File: config.mk
export PLATFORM = sky130hd
export DESIGN_NAME = qlab5_pio_seq
export DESIGN_NICKNAME = d
export VERILOG_FILES = /design/src/rtl/qlab5_pio_seq_pkg.sv /design/src/rtl/qlab5_pio_seq_timer.sv /design/src/rtl/qlab5_pio_seq.sv
export SDC_FILE = /design/constraint.sdc
export NUM_CORES = 1
export LEC_CHECK = 0
export CAP_MARGIN = 20
export CORE_ASPECT_RATIO = 0.6
export CORE_MARGIN = 2
export CORE_UTILIZATION = 35
export CTS_CLUSTER_SIZE = 14
export DETAILED_ROUTE_END_ITERATION = 16
export PLACE_DENSITY = 0.66
export SYNTH_ARGS = -nofsm -noshare
export SYNTH_HDL_FRONTEND = slang
export SYNTH_SLANG_ARGS = --single-unit
File: constraint.sdc
create_clock -name clk -period 8.5 [get_ports clk]
set_input_delay 1.7 -clock clk [delete_from_list [all_inputs] [get_ports clk]]
set_output_delay 1.7 -clock clk [all_outputs]
set_load 0.02 [all_outputs]
File: src/rtl/qlab5_pio_seq_pkg.sv
// qlab5_pio_seq_pkg
//   Shared types and constants for the qlab5 PIO blink/pulse sequencer.
//   - seq_state_t   : sequencer FSM states (ABORT_WR exists only when
//                     QLAB5_PIO_SEQ_ABORT_EN is defined)
//   - PIO_ADDR_*    : register offsets of the single-bit PIO slave
//   - PIO_BIT       : bit mask of the one output bit
package qlab5_pio_seq_pkg;

  typedef enum logic [2:0] {
    ST_IDLE,
    ST_SET_WR,
    ST_ON_CNT,
    ST_CLR_WR,
    ST_OFF_CNT
`ifdef QLAB5_PIO_SEQ_ABORT_EN
    , ST_ABORT_WR
`endif
  } seq_state_t;

  localparam logic [2:0]  PIO_ADDR_DATA = 3'd0;
  localparam logic [2:0]  PIO_ADDR_SET  = 3'd4;
  localparam logic [2:0]  PIO_ADDR_CLR  = 3'd5;
  localparam logic [31:0] PIO_BIT       = 32'h1;

endpackage

File: src/rtl/qlab5_pio_seq_timer.sv
// qlab5_pio_seq_timer
//   Loadable down-counter shared by the ON and OFF phases of the sequencer.
//   Ports:
//     clk        in   system clock
//     reset      in   synchronous active-high reset (count -> 0)
//     load       in   load load_value (has priority over en)
//     load_value in   CNT_W value to load
//     en         in   decrement by one (saturates at zero)
//     zero       out  count is zero
module qlab5_pio_seq_timer #(
  parameter int unsigned CNT_W = 24
) (
  input  logic             clk,
  input  logic             reset,
  input  logic             load,
  input  logic [CNT_W-1:0] load_value,
  input  logic             en,
  output logic             zero
);

  logic [CNT_W-1:0] count_q;
  logic [CNT_W-1:0] count_d;

  always_comb begin
    count_d = count_q;
    if (load) begin
      count_d = load_value;
    end else if (en && (count_q != '0)) begin
      count_d = count_q - CNT_W'(1);
    end
  end

  always_ff @(posedge clk) begin
    if (reset) begin
      count_q <= '0;
    end else begin
      count_q <= count_d;
    end
  end

  assign zero = (count_q == '0);

endmodule

File: src/rtl/qlab5_pio_seq.sv
// qlab5_pio_seq
//   Blink/pulse sequencer for the qlab5 single-bit PIO. Acts as an Avalon-MM
//   write master on the PIO slave, producing on/off pulse trains through the
//   PIO set (4) and clear (5) registers, and shares the slave with a host
//   master through a two-way arbiter (sequencer wins in its write states).
//   Optional feature: define QLAB5_PIO_SEQ_ABORT_EN to let a deasserted
//   cfg_start abort a running sequence with a final clear write.
//   Ports:
//     clk, reset                       clock, synchronous active-high reset
//     cfg_start                        level; launches a sequence from IDLE
//     cfg_on_cycles / cfg_off_cycles   high/low time (0 treated as 1)
//     cfg_repeat                       pulse count, 0 = forever
//     busy, done                       status; done is a one-cycle pulse
//     host_*                           host Avalon-MM slave side
//     pio_*                            Avalon-MM master side to the PIO
module qlab5_pio_seq
  import qlab5_pio_seq_pkg::*;
#(
  parameter int unsigned CNT_W = 24,
  parameter int unsigned RPT_W = 8
) (
  input  logic             clk,
  input  logic             reset,
  input  logic             cfg_start,
  input  logic [CNT_W-1:0] cfg_on_cycles,
  input  logic [CNT_W-1:0] cfg_off_cycles,
  input  logic [RPT_W-1:0] cfg_repeat,
  output logic             busy,
  output logic             done,
  input  logic [2:0]       host_address,
  input  logic             host_chipselect,
  input  logic             host_write_n,
  input  logic [31:0]      host_writedata,
  output logic [31:0]      host_readdata,
  output logic             host_waitrequest,
  output logic [2:0]       pio_address,
  output logic             pio_chipselect,
  output logic             pio_write_n,
  output logic [31:0]      pio_writedata,
  input  logic [31:0]      pio_readdata
);

  seq_state_t       state_q, state_d;
  logic [CNT_W-1:0] on_q, on_d;
  logic [CNT_W-1:0] off_q, off_d;
  logic [RPT_W-1:0] rem_q, rem_d;
  logic             forever_q, forever_d;
  logic             done_q, done_d;

  logic             tmr_load;
  logic [CNT_W-1:0] tmr_value;
  logic             tmr_en;
  logic             tmr_zero;
  logic             period_end;

  logic             seq_owns;
  logic [2:0]       seq_addr;

  function automatic logic [CNT_W-1:0] at_least_one(input logic [CNT_W-1:0] v);
    return (v == '0) ? CNT_W'(1) : v;
  endfunction

  qlab5_pio_seq_timer #(
    .CNT_W (CNT_W)
  ) u_timer (
    .clk        (clk),
    .reset      (reset),
    .load       (tmr_load),
    .load_value (tmr_value),
    .en         (tmr_en),
    .zero       (tmr_zero)
  );

  // The write state itself is one cycle of each phase, so the count states
  // run for (period - 1) cycles: the timer is loaded with period - 2 and the
  // phase ends in the cycle it reads zero.
  always_comb begin
    state_d    = state_q;
    on_d       = on_q;
    off_d      = off_q;
    rem_d      = rem_q;
    forever_d  = forever_q;
    done_d     = 1'b0;
    tmr_load   = 1'b0;
    tmr_value  = '0;
    tmr_en     = 1'b0;
    period_end = 1'b0;

    case (state_q)
      ST_IDLE: begin
        if (cfg_start) begin
          on_d      = at_least_one(cfg_on_cycles);
          off_d     = at_least_one(cfg_off_cycles);
          rem_d     = cfg_repeat;
          forever_d = (cfg_repeat == '0);
          state_d   = ST_SET_WR;
        end
      end
      ST_SET_WR: begin
        tmr_load  = 1'b1;
        tmr_value = on_q - CNT_W'(2);
        state_d   = (on_q > CNT_W'(1)) ? ST_ON_CNT : ST_CLR_WR;
      end
      ST_ON_CNT: begin
        if (tmr_zero) begin
          state_d = ST_CLR_WR;
        end else begin
          tmr_en = 1'b1;
        end
      end
      ST_CLR_WR: begin
        tmr_load  = 1'b1;
        tmr_value = off_q - CNT_W'(2);
        if (off_q > CNT_W'(1)) begin
          state_d = ST_OFF_CNT;
        end else begin
          period_end = 1'b1;
        end
      end
      ST_OFF_CNT: begin
        if (tmr_zero) begin
          period_end = 1'b1;
        end else begin
          tmr_en = 1'b1;
        end
      end
`ifdef QLAB5_PIO_SEQ_ABORT_EN
      ST_ABORT_WR: begin
        state_d = ST_IDLE;
      end
`endif
      default: begin
        state_d = ST_IDLE;
      end
    endcase

    if (period_end) begin
      if (forever_q) begin
        state_d = ST_SET_WR;
      end else begin
        rem_d = rem_q - RPT_W'(1);
        if (rem_q == RPT_W'(1)) begin
          state_d = ST_IDLE;
          done_d  = 1'b1;
        end else begin
          state_d = ST_SET_WR;
        end
      end
    end

`ifdef QLAB5_PIO_SEQ_ABORT_EN
    // Abort overrides every other transition, including a normal completion.
    if ((state_q != ST_IDLE) && (state_q != ST_ABORT_WR) && !cfg_start) begin
      state_d = ST_ABORT_WR;
      done_d  = 1'b0;
    end
`endif
  end

  always_ff @(posedge clk) begin
    if (reset) begin
      state_q   <= ST_IDLE;
      on_q      <= '0;
      off_q     <= '0;
      rem_q     <= '0;
      forever_q <= 1'b0;
      done_q    <= 1'b0;
    end else begin
      state_q   <= state_d;
      on_q      <= on_d;
      off_q     <= off_d;
      rem_q     <= rem_d;
      forever_q <= forever_d;
      done_q    <= done_d;
    end
  end

  assign busy = (state_q != ST_IDLE);
  assign done = done_q;

  // Arbiter: the sequencer owns the slave only in its write states; reset
  // forces pass-through so no sequencer write can leak out while in reset.
  always_comb begin
    seq_owns = 1'b0;
    seq_addr = PIO_ADDR_DATA;
    case (state_q)
      ST_SET_WR: begin
        seq_owns = 1'b1;
        seq_addr = PIO_ADDR_SET;
      end
      ST_CLR_WR: begin
        seq_owns = 1'b1;
        seq_addr = PIO_ADDR_CLR;
      end
`ifdef QLAB5_PIO_SEQ_ABORT_EN
      ST_ABORT_WR: begin
        seq_owns = 1'b1;
        seq_addr = PIO_ADDR_CLR;
      end
`endif
      default: begin
        seq_owns = 1'b0;
      end
    endcase
    if (reset) begin
      seq_owns = 1'b0;
    end

    if (seq_owns) begin
      pio_address    = seq_addr;
      pio_chipselect = 1'b1;
      pio_write_n    = 1'b0;
      pio_writedata  = PIO_BIT;
    end else begin
      pio_address    = host_address;
      pio_chipselect = host_chipselect;
      pio_write_n    = host_write_n;
      pio_writedata  = host_writedata;
    end
    host_waitrequest = seq_owns & host_chipselect;
  end

  assign host_readdata = pio_readdata;

endmodule

==> qor.csv, run 1 <==
metric;value;unit
Pwr Density;206.4;mW/mm2
HP Class;flip-flop to flip-flop;
part of the Yosys area used for sequential elements;0.3147;
number of max-cap violations;0;
number of enable flip-flop cells after synthesis;0;
top cell type's share of synthesized area;0.3147;
first drt pass iteration count;5;
largest family of logic cells by synthesized area;simple AND/OR/NAND/NOR gates;
Lkg Pwr;2.570;nW
n_diodes;0;
grt ovf;0;
FILL cells;1545;
Post-Synth Simple-Gate Area;0.3219;
critical path arrival;3.49;ns
status;finished clean;
CP endpoint;pio_address[0];
Clk pwr share;0.281;
Synth warnings;0;
H-tree level count;3;
cts bufs inserted;9;
Total GRT Usage;0.2042;
Synth cell types;64;
synthesized flop and latch total;85;
DP Area;0.006640;mm2
# rows;35;
CTS tree;built;
Synth Net Count;836;
I/O pin cnt;200;
Area contributors post-synth;dfxtp_1, nand2_1, a21oi_1;
VDD IR max;0.00009793;V
FF-to-FF Start;state_q[1]$_SDFFE_PP0P_;
Synth Flop Type;dfxtp_1;
Core Region;0.01524;mm2
number of antenna violations at the first check in global routing;1;
DR WL/cell;16.96;um
layout cells sized above 1;0.04943;
DR DRC count;0;
buffers added on ports;135;
first-pass GRT wire length;26360;um
Detailed Route WL;16830;um
Async S/R FF share, synth;0;
RSZ-0062 raised after global routing;false;
leading cell type by number of instances after synthesis;nand2_1;
Post-DRT Antenna Nets;0;
Max clock buf depth;2;
crit path launch;reset;
CP endpoint kind;output port;
P_sw;521.2;uW
Setup Buffers After CTS;0;
Die Area;0.01649;mm2
hold_buf cts;0;
GPL Wtd Cong;0.8783;
part of the cycle the worst path needs;0.6103;
Setup CP Type;primary input to output port;
internal power;918.9;uW
largest net degree at the start of global routing;69;
mapped cell area;0.005406;mm2
Fin. Hold Viols;0;
Cells on Worst Hold Path;2;
Die Y;100.3;um
Final WS setup;3.312;ns
fmax;192.8;MHz
Initial Utilization;0.3548;
cell area after layout;0.006977;mm2
smallest hold slack;0.4731;ns
post-synth top area cell;dfxtp_1;
Worst EP required;6.80;ns
r2r setup slk;4.70;ns
Crit Reg-Reg Endpoint;u_timer.count_q[9]$_SDFFE_PP0P_;
XOR/XNOR share of the synthesized area;0.06480;
initial DRC count;571;
Total Neg Setup Slack;0;ns
reg2reg path depth;10;
Setup-failing EPs final;0;
Clock Latency Late Sink;0.34;ns
Reg power frac;0.358;
nets@finish;917;
Post-Synth Adder-Cell Area;0.01157;
fin crit period;5.188;ns
Syn Area/Cell;7.691;um2
clk_skew;0.006044;ns
slew of the pin with the lowest slew margin;1.022;ns
post-synthesis instance total;703;
Layout area overhead;29.04;%
Slew HR;0.3185;
largest fanout on the critical path;42;
Compound-Gate Fraction of Synth Area;0.1618;
mux cell area share after synthesis;0.04397;
post-CTS sizing;0;
Clk pin slew, worst setup/hold paths;0.06;ns
vias;5400;
number of global-route vias before repair;4835;
Sw Ratio;0.3619;
clock root buffer;clkbuf_16;
Final Max Tran Viols;0;
Commonest cells post-synth;nand2_1, dfxtp_1, a21oi_1, and2_1, nor2_1;
die width;164.5;um
Gate power share;0.362;
crit start category;primary input;
Sink Count;85;
DP HPWL;12810;um
Setup WS pre-CTS;2.764;ns
vias per cell;5.444;
worst max-delay path, stage by stage:
cell	delay [ns]
buf_2	0.11
inv_1	0.36
nand2_1	0.29
buf_16	0.25
o21ai_0	0.15
clkdlybuf4s50_1	0.63
cell usage in the layout (no fill, tap or decap), drive strengths merged, types with 16 or more instances in the layout:
master | Yosys | final
and2 | 36 | 36
xor2 | 25 | 25
nor4 | 35 | 35
dfxtp | 85 | 85
nor2 | 36 | 36
clkdlybuf4s50 | 0 | 134
nand2 | 117 | 117
mux2i | 20 | 20
nand3 | 16 | 16
nor3 | 30 | 30
a21oi | 64 | 64
o21ai | 17 | 17
power by group through the flow:
stage                     registers [mW]  clock network (mW)  logic (mW)
after global routing               0.521               0.426       0.574
after global placement             0.520                   0       0.505
after CTS                          0.512               0.410       0.513
final                              0.515               0.404       0.521
after detailed placement           0.520                   0       0.509
after floorplan                    0.495                   0       0.378
worst min path at each step:
stage | from | end | slack (ns)
2_1_floorplan | on_q[17]$_SDFFE_PP0P_ | on_q[17]$_SDFFE_PP0P_ | 0.44
3_3_place_gp | off_q[17]$_SDFFE_PP0P_ | off_q[17]$_SDFFE_PP0P_ | 0.46
3_5_place_dp | off_q[17]$_SDFFE_PP0P_ | off_q[17]$_SDFFE_PP0P_ | 0.47
4_1_cts | off_q[17]$_SDFFE_PP0P_ | off_q[17]$_SDFFE_PP0P_ | 0.48
5_1_grt | on_q[23]$_SDFFE_PP0P_ | on_q[23]$_SDFFE_PP0P_ | 0.50
6_report | off_q[17]$_SDFFE_PP0P_ | off_q[17]$_SDFFE_PP0P_ | 0.47
flip-flops by register name (all words and copies together), names as in the netlist:
register         cells
off_q               24
state_q              3
u_timer.count_q     24
forever_q            1
on_q                24
done                 1
rem_q                8
metal layers:
metal,vias to the layer above,wire length (um),GRT usage
met2,204,6465,0.2671
li1,2650,-,-
met3,15,1315,0.04752
met5,-,0,0
met4,0,161,0.03880
met1,2531,8887,0.3305
cell type report:
type,count,area [um2],area share
Inverter,7,26.28,0.003766
Sequential cell,85,1702,0.2439
Multi-Input combinational cell,539,3267,0.4683
Clock buffer,11,252.7,0.03623
Tap cell,203,254.0,0.03641
Timing Repair Buffer,142,1419,0.2034
Clock inverter,5,56.30,0.008070
through the flow:
step | util | power (mW) | cells
after floorplan | - | 0.8734 | 703
after detailed placement | 0.4357 | 1.029 | 975
after CTS | 0.4560 | 1.435 | 991
after global placement | 0.4357 | 1.025 | 975
after global routing | 0.4578 | 1.522 | 992
final | 0.4578 | 1.440 | 992
logic make-up (layout without fill, tap and decap cells):
logic type | count (synthesis) | count (layout)
XOR/XNOR | 40 | 40
buffers and inverters | 79 | 165
AND/OR/NAND/NOR | 331 | 331
adder cells (fa/ha/maj) | 5 | 5
AO/OA/AOI/OAI | 140 | 140
flip-flops | 85 | 85
multiplexers | 23 | 23
Power figures use the tool's default switching activity.
==> run 2: changes to the inputs <==
- PLACE_DENSITY: 0.66 -> 0.68
- clock period: 8.5 -> 4.18 ns (I/O delays scaled with it)
==> qor.csv, run 2 (synthesized netlist as in run 1, its figures left out) <==
metric;value;unit
vias per cell;5.487;
crit start category;flip-flop;
Slew HR;0.2912;
largest registers;off_q: 24 flops, on_q: 24 flops, u_timer.count_q: 24 flops;
cell area after layout;0.007048;mm2
slew of the pin with the lowest slew margin;1.054;ns
worst path cell trace;nand3b_1, mux2i_1, ha_1, nor3b_1, nand4_1, and2_1, a211oi_1, xor2_1, o22ai_1;
critical path's top delay family;simple AND/OR/NAND/NOR gates;
part of the cycle the worst path needs;0.8108;
Max clock buf depth;2;
placed insts;981;
status;finished clean;
Initial Utilization;0.3548;
DP HPWL;13010;um
hold_buf cts;0;
RSZ-0062 raised after global routing;false;
first drt pass iteration count;5;
Die Area;0.01649;mm2
FILL cells;1536;
CP Depth;9;
Die Y;100.3;um
post-CTS sizing;0;
critical path arrival;3.60;ns
GPL Wtd Cong;0.9466;
Cells on Worst Hold Path;2;
fin crit period;3.389;ns
Detailed Route WL;16990;um
number of global-route vias before repair;4777;
CTS tree;built;
FF/Latch Area;0.001702;mm2
largest net degree at the start of global routing;69;
Final Max Tran Viols;0;
layout cells sized above 1;0.05296;
largest fanout on the critical path;11;
clk_skew;0.008031;ns
Multi-input gate area;0.003267;mm2
Total GRT Usage;0.2057;
clock root buffer;clkbuf_16;
number of antenna violations at the first check in global routing;1;
DR WL/cell;17.06;um
I/O pin cnt;200;
Pwr Density;438.6;mW/mm2
highest-count cells in the layout ignoring fill and taps;clkdlybuf4s50_1, nand2_1, dfxtp_1, a21oi_1, nor2_1;
buffers added on ports;135;
Setup CP Type;flip-flop to flip-flop;
smallest hold slack;0.4757;ns
die width;164.5;um
DP Area;0.006685;mm2
grt ovf;0;
CP max stage cell;dfxtp_1;
initial DRC count;616;
vias;5465;
r2r setup slk;0.79;ns
Layout area overhead;30.36;%
final cell count without fillers;996;
first-pass GRT wire length;26550;um
slowest cell delay on critical path;0.60;ns
reg2reg path depth;9;
Sink Count;85;
nets@finish;922;
number of max-cap violations;0;
Clk pin slew, worst setup/hold paths;0.06;ns
# rows;35;
fmax;295.1;MHz
Lkg Pwr;2.609;nW
cts bufs inserted;9;
Crit Reg-Reg Endpoint;u_timer.count_q[17]$_SDFFE_PP0P_;
Total Neg Setup Slack;0;ns
Fin. Hold Viols;0;
DR DRC count;0;
Clock Latency Late Sink;0.34;ns
CP endpoint kind;flip-flop;
FF-to-FF Start;state_q[0]$_SDFFE_PP0P_;
Worst EP required;4.39;ns
HP Class;flip-flop to flip-flop;
hold_sp;on_q[21]$_SDFFE_PP0P_;
Setup Buffers After CTS;0;
Setup-failing EPs final;0;
Post-DRT Antenna Nets;0;
n_diodes;0;
H-tree level count;3;
Core Region;0.01524;mm2
commonest non-fill, non-tap cell in the layout;clkdlybuf4s50_1;
VDD IR max;0.0001771;V
Buf/Inv on CP;0;
Hold EP;on_q[21]$_SDFFE_PP0P_;
==> run 2: cell type report <==
type	instances	area share
inverters	7	0.003728
repair buffers	147	0.2038
well taps	203	0.03604
flip-flops and latches	85	0.2414
clock inverters	4	0.01704
multi-input cells	539	0.4635
clock buffers	11	0.03444
==> run 2: worst reg2reg max path: stages, from the launching register on <==
cell      delay [ns]
dfxtp_1         0.60
nand3b_1        0.51
mux2i_1         0.37
ha_1            0.24
nor3b_1         0.45
nand4_1         0.25
and2_1          0.26
a211oi_1        0.28
xor2_1          0.21
o22ai_1         0.09
==> run 2: metrics by stage <==
stage	power (mW)	util	setup WS, ns
2_1_floorplan	1.776	-	1.101
3_3_place_gp	2.101	0.4387	0.9796
3_5_place_dp	2.103	0.4387	0.9179
4_1_cts	3.081	0.4625	0.9145
5_1_grt	3.260	0.4625	0.4964
6_report	3.091	0.4625	0.7908
==> run 2: worst max-delay path by stage <==
stage / startpoint / end / slack [ns]
after global placement: state_q[0]$_SDFFE_PP0P_ / u_timer.count_q[17]$_SDFFE_PP0P_ / 0.98
after detailed placement: state_q[0]$_SDFFE_PP0P_ / u_timer.count_q[17]$_SDFFE_PP0P_ / 0.92
after global routing: state_q[0]$_SDFFE_PP0P_ / u_timer.count_q[23]$_SDFFE_PP0P_ / 0.50
final: state_q[0]$_SDFFE_PP0P_ / u_timer.count_q[17]$_SDFFE_PP0P_ / 0.79
after CTS: state_q[0]$_SDFFE_PP0P_ / u_timer.count_q[17]$_SDFFE_PP0P_ / 0.91
after floorplan: state_q[0]$_SDFFE_PP0P_ / u_timer.count_q[11]$_SDFFE_PP0P_ / 1.10
==> run 2: power breakdown <==
group          internal, mW  switching (mW)
Combinational         0.470           0.605
Clock                 0.657           0.316
Sequential            0.909           0.133
Total                  2.04            1.05
==> run 2: metal layers <==
layer | wire length, um | track usage | vias to the layer above
met5 | 64 | 0.04242 | -
met4 | 105 | 0.03211 | 2
met3 | 1754 | 0.05661 | 12
met2 | 6448 | 0.2572 | 244
met1 | 8617 | 0.3361 | 2540
li1 | - | - | 2667
==> run 3: changes to the inputs <==
- clock period: 4.18 -> 2.7 ns (I/O delays scaled with it)
==> qor.csv, run 3 (synthesized netlist as in run 1, its figures left out) <==
metric;value;unit
vias;5570;
fmax;383.3;MHz
placed insts;1006;
fin crit period;2.609;ns
DR WL/cell;17.26;um
VDD IR max;0.0002779;V
I/O pin cnt;200;
Die Y;100.3;um
Detailed Route WL;17640;um
Buf/Inv on CP;3;
highest-count cells in the layout ignoring fill and taps;nand2_1, clkdlybuf4s50_1, dfxtp_1, a21oi_1, nor2_1;
vias per cell;5.450;
FF-to-FF Start;state_q[2]$_SDFFE_PP0P_;
first-pass GRT wire length;26990;um
Cells on Worst Hold Path;2;
largest registers;off_q: 24 flops, on_q: 24 flops, u_timer.count_q: 24 flops;
die width;164.5;um
r2r setup slk;0.27;ns
critical path's top delay family;buffers and inverters;
# rows;35;
Final Max Tran Viols;0;
cts bufs inserted;9;
CTS tree;built;
reg2reg path depth;9;
Max clock buf depth;2;
CP endpoint kind;output port;
layout cells sized above 1;0.08669;
number of max-cap violations;0;
buffers added on ports;135;
Initial Utilization;0.3548;
Die Area;0.01649;mm2
Setup CP Type;flip-flop to output port;
Lkg Pwr;3.069;nW
HP Class;flip-flop to flip-flop;
smallest hold slack;0.4866;ns
Crit Reg-Reg Endpoint;u_timer.count_q[11]$_SDFFE_PP0P_;
Worst EP required;2.16;ns
Clk pin slew, worst setup/hold paths;0.07;ns
cell area after layout;0.007321;mm2
Hold EP;on_q[21]$_SDFFE_PP0P_;
Setup-failing EPs final;0;
Core Region;0.01524;mm2
FILL cells;1481;
critical path arrival;2.07;ns
CP max stage cell;clkdlybuf4s50_1;
number of global-route vias before repair;4853;
Sink Count;85;
first drt pass iteration count;7;
grt ovf;0;
worst path cell trace;buf_4, nor2b_1, nand2_1, buf_6, and2_1, clkdlybuf4s50_1;
largest fanout on the critical path;38;
Fin. Hold Viols;0;
part of the cycle the worst path needs;0.9663;
Post-DRT Antenna Nets;0;
Setup Buffers After CTS;0;
final cell count without fillers;1022;
DP HPWL;13460;um
GPL Wtd Cong;0.8927;
Slew HR;0.4929;
hold_sp;on_q[21]$_SDFFE_PP0P_;
crit start category;flip-flop;
initial DRC count;595;
Total GRT Usage;0.2113;
H-tree level count;3;
clock root buffer;clkbuf_16;
Clock Latency Late Sink;0.35;ns
Layout area overhead;35.41;%
status;finished clean;
DR DRC count;0;
commonest non-fill, non-tap cell in the layout;nand2_1;
slowest cell delay on critical path;0.60;ns
largest net degree at the start of global routing;69;
number of antenna violations at the first check in global routing;0;
n_diodes;0;
nets@finish;947;
Pwr Density;649.3;mW/mm2
slew of the pin with the lowest slew margin;0.7607;ns
DP Area;0.006908;mm2
clk_skew;0.007722;ns
[run 3: cell count changes in the layout (fill, tap and decap cells not counted), moves of 2 or more]
| cell | previous run | this run |
|---|---|---|
| bufinv_16 | 4 | 2 |
| buf_4 | 12 | 34 |
| nor3b_2 | 0 | 2 |
| buf_12 | 0 | 2 |
| dlymetal6s2s_1 | 0 | 33 |
| clkdlybuf4s50_1 | 134 | 100 |
| inv_6 | 0 | 3 |
| nor3b_1 | 5 | 3 |
[run 3: per-layer routing]
metal,wire [um],global-route usage
met5,0,0
met4,102,0.03344
met3,1682,0.05083
met2,6784,0.2626
met1,9070,0.3543
[run 3: cell type report]
type / instances / area (um2) / share of cell area
Clock buffer: 9 / 225.2 / 0.03076
Clock inverter: 7 / 102.6 / 0.01401
Inverter: 7 / 26.28 / 0.003589
Multi-Input combinational cell: 539 / 3277 / 0.4476
Sequential cell: 85 / 1702 / 0.2324
Tap cell: 203 / 254.0 / 0.03469
Timing Repair Buffer: 172 / 1734 / 0.2369
[run 3: power by group]
part,leakage [nW],total (mW),internal (mW),switching (mW)
Clock,0.157,1.37,0.822,0.548
Sequential,0.697,1.59,1.41,0.186
Combinational,2.21,1.79,0.797,0.994
Total,3.07,4.75,3.03,1.73
[run 3: metrics by stage]
step	util	power, mW	TNS (ns)	setup slack [ns]
after global routing	0.4804	5.006	-0.006402	-0.003435
after detailed placement	0.4533	3.369	0	0.2893
after CTS	0.4747	4.734	0	0.0009346
after floorplan	-	2.754	0	0.0003442
after global placement	0.4533	3.363	0	0.2871
final	0.4804	4.754	0	0.09097
[run 3: worst max path at each step]
| stage | slack [ns] | cells past startpoint | startpoint | end |
|---|---|---|---|---|
| 5_1_grt | -0.003 | 6 | state_q[0]$_SDFFE_PP0P_ | pio_writedata[10] |
| 6_report | 0.09 | 6 | state_q[0]$_SDFFE_PP0P_ | pio_writedata[10] |
| 3_5_place_dp | 0.29 | 6 | reset | pio_writedata[24] |
| 2_1_floorplan | 0.0003 | 13 | state_q[0]$_SDFFE_PP0P_ | u_timer.count_q[17]$_SDFFE_PP0P_ |
| 3_3_place_gp | 0.29 | 6 | reset | pio_writedata[30] |
| 4_1_cts | 0.0009 | 6 | state_q[0]$_SDFFE_PP0P_ | pio_writedata[24] |
[run 3: worst register-to-register path, cell delays in order, from the launching register on]
cell and delay (ns):
dfxtp_1 0.33, nand3b_1 0.18, mux2i_1 0.29, ha_1 0.26
nor3b_2 0.29, nand4_1 0.20, a21oi_1 0.21, xor2_1 0.16
nor2_1 0.06, a2111oi_0 0.36
[run 3: repair_timing]
action | CTS | global route
hold buffers | 0 | 0
endpoints found under the setup margin | 1 | 37
gates resized for setup | 1 | 34
